==> src/rtl/spi_frame_master.sv <==
// Write-only SPI mode-0 master that sends one 7-byte frame:
// cmd, addr, data, each byte LSB first, from a start/busy/done handshake.
module spi_frame_master #(
    parameter int CLK_DIV  = 4,
    parameter int CS_SETUP = 2,
    parameter int CS_HOLD  = 2
) (
    input  logic        clk,
    input  logic        rst,
    input  logic        start,
    input  logic [7:0]  cmd,
    input  logic [15:0] addr,
    input  logic [31:0] data,
    output logic        busy,
    output logic        done,
    output logic        cs,
    output logic        sck,
    output logic        mosi
);

    localparam logic [7:0] DIV_M1   = 8'(CLK_DIV - 1);
    localparam logic [7:0] SETUP_M1 = 8'(CS_SETUP - 1);
    localparam logic [7:0] HOLD_M1  = 8'(CS_HOLD - 1);
    localparam logic [5:0] N_BITS   = 6'd56;

    typedef enum logic [2:0] {
        IDLE,
        SETUP,
        SHIFT_LO,
        SHIFT_HI,
        HOLD
    } state_t;

    state_t      state, state_d;
    logic [55:0] sr, sr_d;
    logic [5:0]  bit_cnt, bit_cnt_d;
    logic [7:0]  cnt, cnt_d;
    logic        cnt_zero;
    logic        cs_d, sck_d, mosi_d, busy_d, done_d;

    assign cnt_zero = (cnt == 8'd0);

    always_comb begin
        state_d   = state;
        sr_d      = sr;
        bit_cnt_d = bit_cnt;
        cnt_d     = cnt;
        unique case (state)
            IDLE: begin
                if (start) begin
                    state_d   = SETUP;
                    sr_d      = {data, addr, cmd};
                    bit_cnt_d = 6'd0;
                    cnt_d     = SETUP_M1;
                end
            end
            SETUP: begin
                if (cnt_zero) begin
                    state_d = SHIFT_LO;
                    cnt_d   = DIV_M1;
                end else begin
                    cnt_d = cnt - 8'd1;
                end
            end
            SHIFT_LO: begin
                if (cnt_zero) begin
                    state_d = SHIFT_HI;
                    cnt_d   = DIV_M1;
                end else begin
                    cnt_d = cnt - 8'd1;
                end
            end
            SHIFT_HI: begin
                if (cnt_zero) begin
                    bit_cnt_d = bit_cnt + 6'd1;
                    if (bit_cnt_d == N_BITS) begin
                        state_d = HOLD;
                        cnt_d   = HOLD_M1;
                    end else begin
                        state_d = SHIFT_LO;
                        sr_d    = {1'b0, sr[55:1]};
                        cnt_d   = DIV_M1;
                    end
                end else begin
                    cnt_d = cnt - 8'd1;
                end
            end
            HOLD: begin
                if (cnt_zero) begin
                    state_d = IDLE;
                end else begin
                    cnt_d = cnt - 8'd1;
                end
            end
            default: state_d = IDLE;
        endcase

        // outputs are registered from the next state so they align with it
        cs_d   = (state_d == IDLE);
        sck_d  = (state_d == SHIFT_HI);
        busy_d = (state_d != IDLE);
        done_d = (state == HOLD) && (state_d == IDLE);
        mosi_d = 1'b0;
        if (state_d == SETUP || state_d == SHIFT_LO || state_d == SHIFT_HI) begin
            mosi_d = sr_d[0];
        end
    end

    always_ff @(posedge clk or posedge rst) begin
        if (rst) begin
            state   <= IDLE;
            sr      <= '0;
            bit_cnt <= '0;
            cnt     <= '0;
            cs      <= 1'b1;
            sck     <= 1'b0;
            mosi    <= 1'b0;
            busy    <= 1'b0;
            done    <= 1'b0;
        end else begin
            state   <= state_d;
            sr      <= sr_d;
            bit_cnt <= bit_cnt_d;
            cnt     <= cnt_d;
            cs      <= cs_d;
            sck     <= sck_d;
            mosi    <= mosi_d;
            busy    <= busy_d;
            done    <= done_d;
        end
    end

endmodule

==> config.mk <==
export PLATFORM = sky130hd
export DESIGN_NAME = spi_frame_master
export DESIGN_NICKNAME = d
export VERILOG_FILES = /design/src/rtl/spi_frame_master.sv
export SDC_FILE = /design/constraint.sdc
export NUM_CORES = 1
export LEC_CHECK = 0
export CORE_MARGIN = 2
export CORE_UTILIZATION = 23
export DETAILED_ROUTE_END_ITERATION = 6
export MAX_ROUTING_LAYER = met4
export PLACE_DENSITY = 0.48
export SETUP_SLACK_MARGIN = 0.05
export SYNTH_ARGS = -nofsm -noshare
export SYNTH_HDL_FRONTEND = slang
export SYNTH_SLANG_ARGS = --single-unit
==> constraint.sdc <==
create_clock -name clk -period 4.1 [get_ports clk]
set_clock_uncertainty 0.05 [all_clocks]
set_input_delay 0.82 -clock clk [delete_from_list [all_inputs] [get_ports clk]]
set_output_delay 0.82 -clock clk [all_outputs]
set_load 0.05 [all_outputs]
* After elaboration in Yosys (flattened, before gate mapping)
Cells that the tools add are included.
** Operators by class
- Multiplexer cells :: 21
- Shifts and indexed selects :: 0
- Equality and inequality tests :: 12
- Bitwise gates (word level) :: 0
- Reductions and logical operators :: 13
- Add/subtract/negate cells :: 2
- $lt $le $gt $ge :: 0
- Divide/modulo/power cells :: 0
- Multipliers :: 0
** Operators by type and width (number)
- $mux 56 :: 3
- $pmux 56 s2 :: 1
- $mux 8 :: 4
- $pmux 8 s4 :: 1
- $mux 3 :: 6
- $pmux 3 s5 :: 1
- $eq 3x2->1 const B :: 4
- $mux 6 :: 2
- $pmux 6 s2 :: 1
- $logic_not 8->1 :: 1
- $ne 2x2->1 const B :: 4
- $sub 8x1->8 const B :: 1
- $add 6x1->6 const B :: 1
- $eq 3x1->1 const B :: 2
- $eq 6x6->1 const B :: 1
- $logic_not 3->1 :: 2
- $reduce_and 3->1 :: 2
- $reduce_and 4->1 :: 1
- $reduce_bool 4->1 :: 1
- $eq 3x3->1 const B :: 1
- $reduce_bool 3->1 :: 1
- $logic_or 1x1->1 :: 2
- $mux 2 :: 1
- $reduce_bool 2->1 :: 1
- other kinds (3) :: 3
** Word-level totals
- Bits in latches :: 0
- Memory bits (writable) :: 0
- Bits in read-only memories :: 0
- Input bits :: 59
- Register bits after elaboration :: 78
- Memories :: 0

* Logic depth before layout (Yosys ltp)
Gate-level depths: netlist of run 1.
- Word-level depth :: 9
- Gate-level depth with buffers :: 9

* Worst setup path after synthesis of run 1
No wires, ideal clock.
- Kind :: reg-to-reg
- Start :: reg cnt[0]
- End :: reg sr[23]
- Arrival :: 1.845 ns
- Path slack :: 2.087 ns
- Stages on the path, launching flop included :: 9
- Library setup time :: 0.118 ns
- Path buffers :: 1
- Cells stage by stage :: dfrtp_1 > inv_1 > ha_1 > nor3b_1 > nand3_1 > a21oi_1 > nor2_1 > clkbuf_1 > a21o_1
** Between the ends
- Word-level cells in the longest chain between the ends :: 3
** Ends and longest elaborated chain
- from (decl) :: line 37 : logic [7:0] cnt, cnt_d;
- from (signal assigned) :: line 124 : cnt <= cnt_d;
- $logic_not 8->1 :: line 41 : assign cnt_zero = (cnt == 8'd0);
- $ne 2x2->1 (no line)
- $reduce_and 4->1 (no line)
- to (signal assigned) :: line 122 : sr <= sr_d;
- to (decl) :: line 35 : logic [55:0] sr, sr_d;
No other way between the ends.
A chain may end at the register's enable or synchronous reset.

* Worst setup path after layout of run 1
- Start :: reg cnt[0]
- End :: reg sr[30]
Same word-level chain as after synthesis.

==> results of run 1 <==
[through the flow]
stage               setup slack, ns  area (um2)  cells  hold slack, ns
finish                         1.09        4840    606           0.424
global placement               1.18        4530    590           0.409
global route                  0.792        4840    606           0.437
detailed placement             1.13        4530    590           0.414
floorplan                      1.24        3660    327           0.387
CTS                            1.11        4840    606           0.429
[layer usage]
metal | vias up | wire, um | GRT usage (%) | part of all wire, %
met1 | 1392 | 4190 | 14.5 | 48
met2 | 74 | 3910 | 16.5 | 45
met3 | 11 | 502 | 4.18 | 5.7
met4 | 0 | 142 | 4.62 | 1.6
met5 | - | 0 | - | 0
li1 | 1343 | - | - | -
[critical path, delay by kind of cell (launching register included)]
kind            cells  cell delay, ns
simple gates        3            0.95
buf+inv             3            0.77
compound gates      2            0.51
flops               1            0.43
fa+ha+maj           1            0.15
[cells in the mapped netlist, types with 2 or more instances]
cell      number  area share (%)
a211oi_1       2            0.41
a21o_1        55              11
a21oi_1        6            0.82
a22o_1        54              13
a31oi_1        2            0.34
and2_1         2            0.34
and3_1         2            0.34
buf_2         11             1.5
buf_4          5             1.0
clkbuf_1       7            0.72
dfrtp_1       77              53
ha_1           3             1.0
inv_1          6            0.61
nand2_1       15             1.5
nand2b_1       3            0.51
nand3_1        6            0.82
nor2_1        15             1.5
nor2b_1        3            0.51
nor3_1         6            0.82
o211ai_1       2            0.41
o21ai_0       11             1.5
o21ai_1        2            0.27
o31ai_1        2            0.41
xnor2_1        2            0.48
xor2_1         5             1.2
[sequential cells by signal, summed over array words and instances, names as in the netlist]
name,count
cs,1
done,1
bit_cnt,6
busy,1
mosi,1
sck,1
state,3
cnt,8
sr,56
[report_power, final]
group          internal (uW)  switching [uW]
clock                    548             308
sequential              1100             240
combinational            441             416
total                   2090             964
[worst max-delay path by stage]
stage / startpoint / end / slack [ns] / cells past startpoint
2_1_floorplan: rst / bit_cnt[0]$_DFFE_PP0P_ / 1.24 / 1
3_3_place_gp: start / bit_cnt[5]$_DFFE_PP0P_ / 1.18 / 6
3_5_place_dp: cnt[0]$_DFFE_PP0P_ / sr[39]$_DFFE_PP0P_ / 1.13 / 9
4_1_cts: cnt[0]$_DFFE_PP0P_ / sr[44]$_DFFE_PP0P_ / 1.11 / 9
5_1_grt: cnt[0]$_DFFE_PP0P_ / sr[30]$_DFFE_PP0P_ / 0.79 / 9
6_report: cnt[0]$_DFFE_PP0P_ / sr[30]$_DFFE_PP0P_ / 1.09 / 9
[layout by cell type, fill, tap and decap left out, types with 2 or more instances in the layout]
cell             count
o21ai_1              2
ha_1                 3
o211ai_1             2
dfrtp_1             77
inv_1                5
buf_4                7
o21ai_0             11
nand3_1              6
clkinv_2             3
clkdlybuf4s50_1     63
xor2_1               5
and2_1               2
clkbuf_1             2
nor2b_1              3
a21o_1              55
and3_1               2
nand2b_1             3
clkbuf_16            9
a21oi_1              5
a22o_1              54
nor2_1              14
a31oi_1              2
nor3_1               6
o31ai_1              2
a211oi_1             2
nand2_1             15
xnor2_1              2
bufinv_16            2
[area by class of cell]
cell class	count	area [um2]
Clock buffer	12	246
Clock inverter	4	70.1
Fill cell	1587	10900
Inverter	6	23.8
Multi-Input combinational cell	220	1600
Sequential cell	78	1950
Tap cell	216	270
Timing Repair Buffer	70	683
[kinds of logic (layout without fill, tap and decap cells)]
group                    Yosys count  count (layout)  synth area share [%]
XOR/XNOR                           7               7                  1.67
AND/OR/NAND/NOR                   62              62                  8.98
multiplexers                       1               1                 0.273
flip-flops                        78              78                  53.3
AO/OA/AOI/OAI                    147             147                  30.9
buffers and inverters             29              92                  3.86
adder cells (fa/ha/maj)            3               3                  1.02
==> flow_summary.ini, run 1 <==
[status]
outcome = finished clean

[yosys]
syn_nets = 389
synth_cells = 327
yosysWarnings = 0
synth-edff-count = 0
ys_ff_latch = 78
synth_area_um2 = 3660
async_flop_share_pct = 100
seq_area_frac_synth_pct = 53.3
ys.flop_type = dfrtp_1
synth_cell_types = 48
syn_avg_cell_area_um2 = 11.2

[pwr]
p_leak_uw = 0.00233
power_density_nw_per_um2 = 631
power_uw = 3050
ir_drop_uv = 186

[critical_path]
r2r_cells = 9
worstPathCellList = inv_1 > ha_1 > nor3b_1 > nand3_1 > a21oi_4 > buf_4 > nor2_4 > buf_4 > a21o_1
start_kind = flip-flop
max_stage_delay_ns = 0.48
worst-path-max-fanout = 54
r2r_slack_ns = 1.09
r2r-start = cnt[0]$_DFFE_PP0P_
slowest_stage = nand3_1
critPathKind = reg2reg
worstPathRequired_ns = 4.28
r2r_end = sr[30]$_DFFE_PP0P_
cp.arrival_ns = 3.19
cp_common_cell = buf_4
critPathCaptureType = flip-flop

[global_routing]
grt_pass1_vias = 2850
grt.overflow.total = 0
grt_pass1_wl_mm = 14.5
antenna_found_initial = 0
grt_max_degree = 55
track_usage_pct = 11.4

[finish]
diodes = 0
final_nets = 447
syn2layout_area_growth_pct = 32.1
final_util_pct = 30.8
layout-drive-gt1-share_pct = 7.69

[place]
dp_hpwl_mm = 5.76
routabilityCongestion = 0.826
portBuffers = 63

[sta]
relSlewSlack_pct = 62.5
tns_ns = 0
finalCritPeriodShare_pct = 73.4
timing.fmax_mhz = 332
rsz0062_at_grt = false
finalSetupViolations = 0
slew_viol_final = 0
hold_violations = 0
worst_pin_slew_ns = 0.563
timing.final.crit_period_ns = 3.01

[detailed_routing]
wl_per_cell_um = 14.4
wl_mm = 8.74
routed_via_density = 4.65
dr.pass1.iters = 4
postRouteAntennaNets = 0
drc = 0
vias = 2820
drtIter0Drc = 141

[cts]
clk_pin_slew_ns = 0.06
cts_buffer_depth = 2
cts_buffers = 9
root_buffer = clkbuf_16
post_cts_buffers = 0
cts_resized = 0
cts.sinks = 78
cts_max_level = 3
cts_tree = built
cts.hold.buffers_added = 0
clk_latency_ns = 0.34

[min_path]
hold_depth = 1
min_from = sr[18]$_DFFE_PP0P_
min_path_type = reg2reg
hold_end = sr[18]$_DFFE_PP0P_

[die]
die_w_um = 130
die_area_um2 = 17000
ioPinCount = 64
initial_core_util_pct = 23.3
coreArea_um2 = 15700
die_y_um = 130
core.rowCount = 46

[run]
cap_viol_max_count = 0
Note: power is estimated with default switching activity, not from simulation.
==> inputs of run 2 (changes only) <==
Settings changed: PLACE_DENSITY 0.48 to 0.5.
Clock period 4.1 ns to 2.64 ns, I/O delays scaled along.
==> flow_summary.ini, run 2 (synthesis gave the netlist of run 1 again) <==
[finish]
diodes = 0
reg_top3 = sr: 56 flops, cnt: 8 flops, bit_cnt: 6 flops
largest-register = sr
largest_reg_flops = 56
final_area_um2 = 4890
stdcell_count = 611
final_common_cell = dfrtp_1
layout-drive-gt1-share_pct = 8.35
final_nets = 452
final_cell_mix = 77 x dfrtp_1, 63 x clkdlybuf4s50_1, 55 x a21o_1
syn2layout_area_growth_pct = 33.4

[critical_path]
start_kind = flip-flop
worst-path-max-fanout = 1
worstPathRequired_ns = 2.06
critPathCaptureType = primary output
critical_path.top_delay_family = buffers and inverters
r2r-start = cnt[0]$_DFFE_PP0P_
r2r_end = mosi$_DFF_PP0_
r2r_slack_ns = 0.47
slowest_stage = clkdlybuf4s50_1
r2r_cells = 9
crit_start = cs$_DFF_PP1_
worstPathCellList = clkdlybuf4s50_1
critPathKind = reg2out
max_stage_delay_ns = 0.79
cp.arrival_ns = 1.63
path_buf_inv = 1

[global_routing]
grt.overflow.total = 0
grt_pass1_vias = 2842
track_usage_pct = 11.2
antenna_found_initial = 0
grt_pass1_wl_mm = 14.5
grt_max_degree = 57

[min_path]
hold_end = sr[47]$_DFFE_PP0P_
min_from = sr[47]$_DFFE_PP0P_
hold_depth = 1
min_path_type = reg2reg

[pwr]
power_switching_uw = 1500
p_leak_uw = 0.00235
power_density_nw_per_um2 = 945
ir_drop_uv = 346
internal_power_uw = 3120
p_comb_share_pct = 29.6
seqPwrFrac_pct = 45.2
p_sw_share_pct = 32.5
pwr-share-clk_pct = 25.1

[place]
placed_area_um2 = 4610
portBuffers = 63
routabilityCongestion = 0.801
pre_cts_slack_ns = 0.332
dp_hpwl_mm = 5.86
placed_cells = 595

[cts]
cts.hold.buffers_added = 0
cts_buffers = 9
clk_pin_slew_ns = 0.06
cts_max_level = 3
clk_latency_ns = 0.33
root_buffer = clkbuf_16
post_cts_buffers = 0
cts_buffer_depth = 2
cts_resized = 0
cts.sinks = 78
cts_tree = built

[detailed_routing]
wl_per_cell_um = 14.1
dr.pass1.iters = 4
drtIter0Drc = 145
postRouteAntennaNets = 0
drc = 0
routed_via_density = 4.64
wl_mm = 8.64
vias = 2836

[sta]
finalCritPeriodShare_pct = 83.8
timing.fmax_mhz = 452
timing.final.crit_period_ns = 2.21
tns_ns = 0
rsz0062_at_grt = false
slew_viol_final = 0
postLayoutSetupSlackWorst_ns = 0.428
hold_violations = 0
finalSetupViolations = 0
worst_pin_slew_ns = 0.493
whs_ns = 0.423
relSlewSlack_pct = 67.0

[die]
die_y_um = 130
core.rowCount = 46
die_w_um = 130
initial_core_util_pct = 23.3
ioPinCount = 64
coreArea_um2 = 15700
die_area_um2 = 17000

[run]
cap_viol_max_count = 0

[status]
outcome = finished clean
[run 2: cell types whose count changed in the layout (fill, tap and decap cells not counted)]
cell	previous run	this run
clkinv_2	3	1
clkbuf_1	2	4
buf_4	7	8
clkbuf_8	1	2
bufinv_16	2	0
buf_12	0	4
clkinvlp_4	0	1
[run 2: how the worst max path moves through the flow]
stage	to	slack [ns]	cells after the start
after floorplan	bit_cnt[0]$_DFFE_PP0P_	0.07	1
after global placement	sr[48]$_DFFE_PP0P_	0.34	5
after detailed placement	sr[44]$_DFFE_PP0P_	0.33	5
after CTS	cs	0.41	1
after global routing	mosi$_DFF_PP0_	0.28	9
final	cs	0.43	1
[run 2: layout make-up]
type	count	area (um2)
clock buffers	15	268
flip-flops and latches	78	1950
inverters	6	23.8
clock inverters	1	7.51
well taps	216	270
fillers	1604	10800
repair buffers	75	771
multi-input cells	220	1600
[run 2: stage by stage]
stage | power (uW) | util [%]
floorplan | 3040 | -
global placement | 3440 | 29.4
detailed placement | 3480 | 29.4
CTS | 4680 | 31.1
global route | 4940 | 31.1
finish | 4620 | 31.1
[run 2: power groups by stage]
stage	clock, uW	sequential (uW)	combinational, uW
final	1160	2090	1370
after floorplan	0	2040	994
after CTS	1210	2090	1390
after global routing	1250	2160	1530
after global placement	0	2090	1350
after detailed placement	0	2100	1380
[run 2: layer usage]
layer	global-route usage [%]	share of wire, %	wire length [um]
met3	3.73	5.8	498
met1	14.2	47	4020
met4	3.42	1.2	106
met2	17.0	46	4010
met5	-	0	0
==> inputs of run 3 (changes only) <==
Clock period 2.64 ns to 1.86 ns, I/O delays scaled along.
==> flow_summary.ini, run 3 (synthesis gave the netlist of run 1 again) <==
[cts]
cts_max_level = 3
cts.sinks = 78
clk_pin_slew_ns = 0.06
cts_buffer_depth = 2
cts.hold.buffers_added = 0
cts_tree = built
cts_buffers = 9
root_buffer = clkbuf_16
clk_latency_ns = 0.34

[finish]
final_common_cell = dfrtp_1
fill_cells = 1567
diodes = 0
final_cell_mix = 75 x dfrtp_1, 58 x clkdlybuf4s50_1, 55 x a21o_1
layout-drive-gt1-share_pct = 27.2
final_util_pct = 36.5
largest_reg_flops = 56
final_area_um2 = 5730
final_nets = 509
syn2layout_area_growth_pct = 56.4
largest-register = sr
reg_top3 = sr: 56 flops, cnt: 8 flops, bit_cnt: 6 flops

[critical_path]
worstPathRequired_ns = 2.04
critPathCaptureType = flip-flop
cp_common_cell = buf_12
critPathKind = reg2reg
cp.arrival_ns = 2.09
r2r-start = cnt[0]$_DFFE_PP0P_
worstPathCellList = inv_2 > ha_4 > nor3b_4 > nand3_2 > a21oi_4 > buf_12 > nor2_4 > buf_12 > a21o_1
start_kind = flip-flop
max_stage_delay_ns = 0.39
crit_start = cnt[0]$_DFFE_PP0P_
worst-path-max-fanout = 10
slowest_stage = dfrtp_1

[detailed_routing]
routed_via_density = 4.61
wl_per_cell_um = 15.3
drc = 0
postRouteAntennaNets = 0
dr.pass1.iters = 4
vias = 3077
drtIter0Drc = 151
wl_mm = 10.2

[die]
initial_core_util_pct = 23.3
die_y_um = 130
die_w_um = 130
die_area_um2 = 17000
ioPinCount = 64
core.rowCount = 46
coreArea_um2 = 15700

[pwr]
power_switching_uw = 2470
power_density_nw_per_um2 = 1340
internal_power_uw = 5230
power_uw = 7700
pwr-share-clk_pct = 23.5
seqPwrFrac_pct = 37.9
p_sw_share_pct = 32.1
p_leak_uw = 0.00275
ir_drop_uv = 555
p_comb_share_pct = 38.6

[run]
cap_viol_max_count = 0

[place]
routabilityCongestion = 0.815
placed_area_um2 = 5010
dp_hpwl_mm = 6.39
pre_cts_slack_ns = -0.174
portBuffers = 63

[global_routing]
track_usage_pct = 12.1
grt_pass1_wl_mm = 15.4
grt_max_degree = 57
antenna_found_initial = 0
grt_pass1_vias = 3018
grt.overflow.total = 0

[sta]
slew_viol_final = 0
hold_violations = 0
finalSetupViolations = 37
worst_pin_slew_ns = 0.339
postLayoutSetupSlackWorst_ns = -0.0555
timing.final.crit_period_ns = 1.92
rsz0062_at_grt = true
finalCritPeriodShare_pct = 103
relSlewSlack_pct = 77.3
timing.fmax_mhz = 522

[status]
outcome = finished, violations left
violations = negative setup slack

[min_path]
min_path_type = in2async
## run 3: power groups by stage
stage | sequential [uW] | combinational, uW | clock, uW
floorplan | 2910 | 1430 | 0
global placement | 2920 | 2370 | 0
detailed placement | 2930 | 2440 | 0
CTS | 2910 | 2500 | 1890
global route | 3020 | 3240 | 1960
finish | 2920 | 2970 | 1810
## run 3: path summary, 6_finish.rpt
check / slack, ns / cells past startpoint / to
hold reg to reg: 0.43 / 1 / sr[12]$_DFFE_PP0P_
setup reg to reg: -0.06 / 9 / sr[3]$_DFFE_PP0P_
max in group asynchronous: 1.03 / 3 / sr[41]$_DFFE_PP0P_
hold / removal: 0.21 / 2 / sr[5]$_DFFE_PP0P_
setup / recovery: -0.06 / 9 / sr[3]$_DFFE_PP0P_
min in group clk: 0.43 / 1 / sr[12]$_DFFE_PP0P_
## run 3: critical path: cells and delay by family (launching register included)
family,cells,cell delay [ns]
and+or+nand+nor,3,0.49
buffers and inverters,3,0.40
DFF,1,0.39
AOI/OAI and AO/OA,2,0.34
adders and majority gates,1,0.13
## run 3: cell type report
class                           count  area (um2)  share of cell area (%)
Inverter                            6        26.3                   0.458
Multi-Input combinational cell    221        1750                    30.5
Clock inverter                      3        42.5                   0.742
Tap cell                          216         270                    4.71
Clock buffer                       13         260                    4.54
Timing Repair Buffer              131        1430                    24.9
Sequential cell                    78        1960                    34.1
## run 3: timing repair
action	4_1_cts	5_1_grt
buffers inserted	3	9
endpoints found under the hold margin	0	0
pin swaps	4	45
gates resized for setup	5	41
setup endpoints to repair	63	70
gates cloned	0	9
## run 3: through the flow
stage / setup TNS (ns) / std cells / hold WS, ns
after floorplan: 0 / 327 / 0.387
after global placement: -7.92 / 632 / 0.409
after detailed placement: -7.46 / 632 / 0.416
after CTS: -1.20 / 651 / 0.195
after global routing: -6.15 / 668 / 0.235
final: -1.49 / 668 / 0.213
## run 3: per-layer routing
metal | wire length (um) | track usage [%] | vias up | share of wire, %
met5 | 0 | - | - | 0
met4 | 182 | 5.76 | 0 | 1.8
met3 | 436 | 2.79 | 12 | 4.3
met2 | 4610 | 17.4 | 60 | 45
met1 | 5010 | 16.1 | 1541 | 49
li1 | - | - | 1464 | -
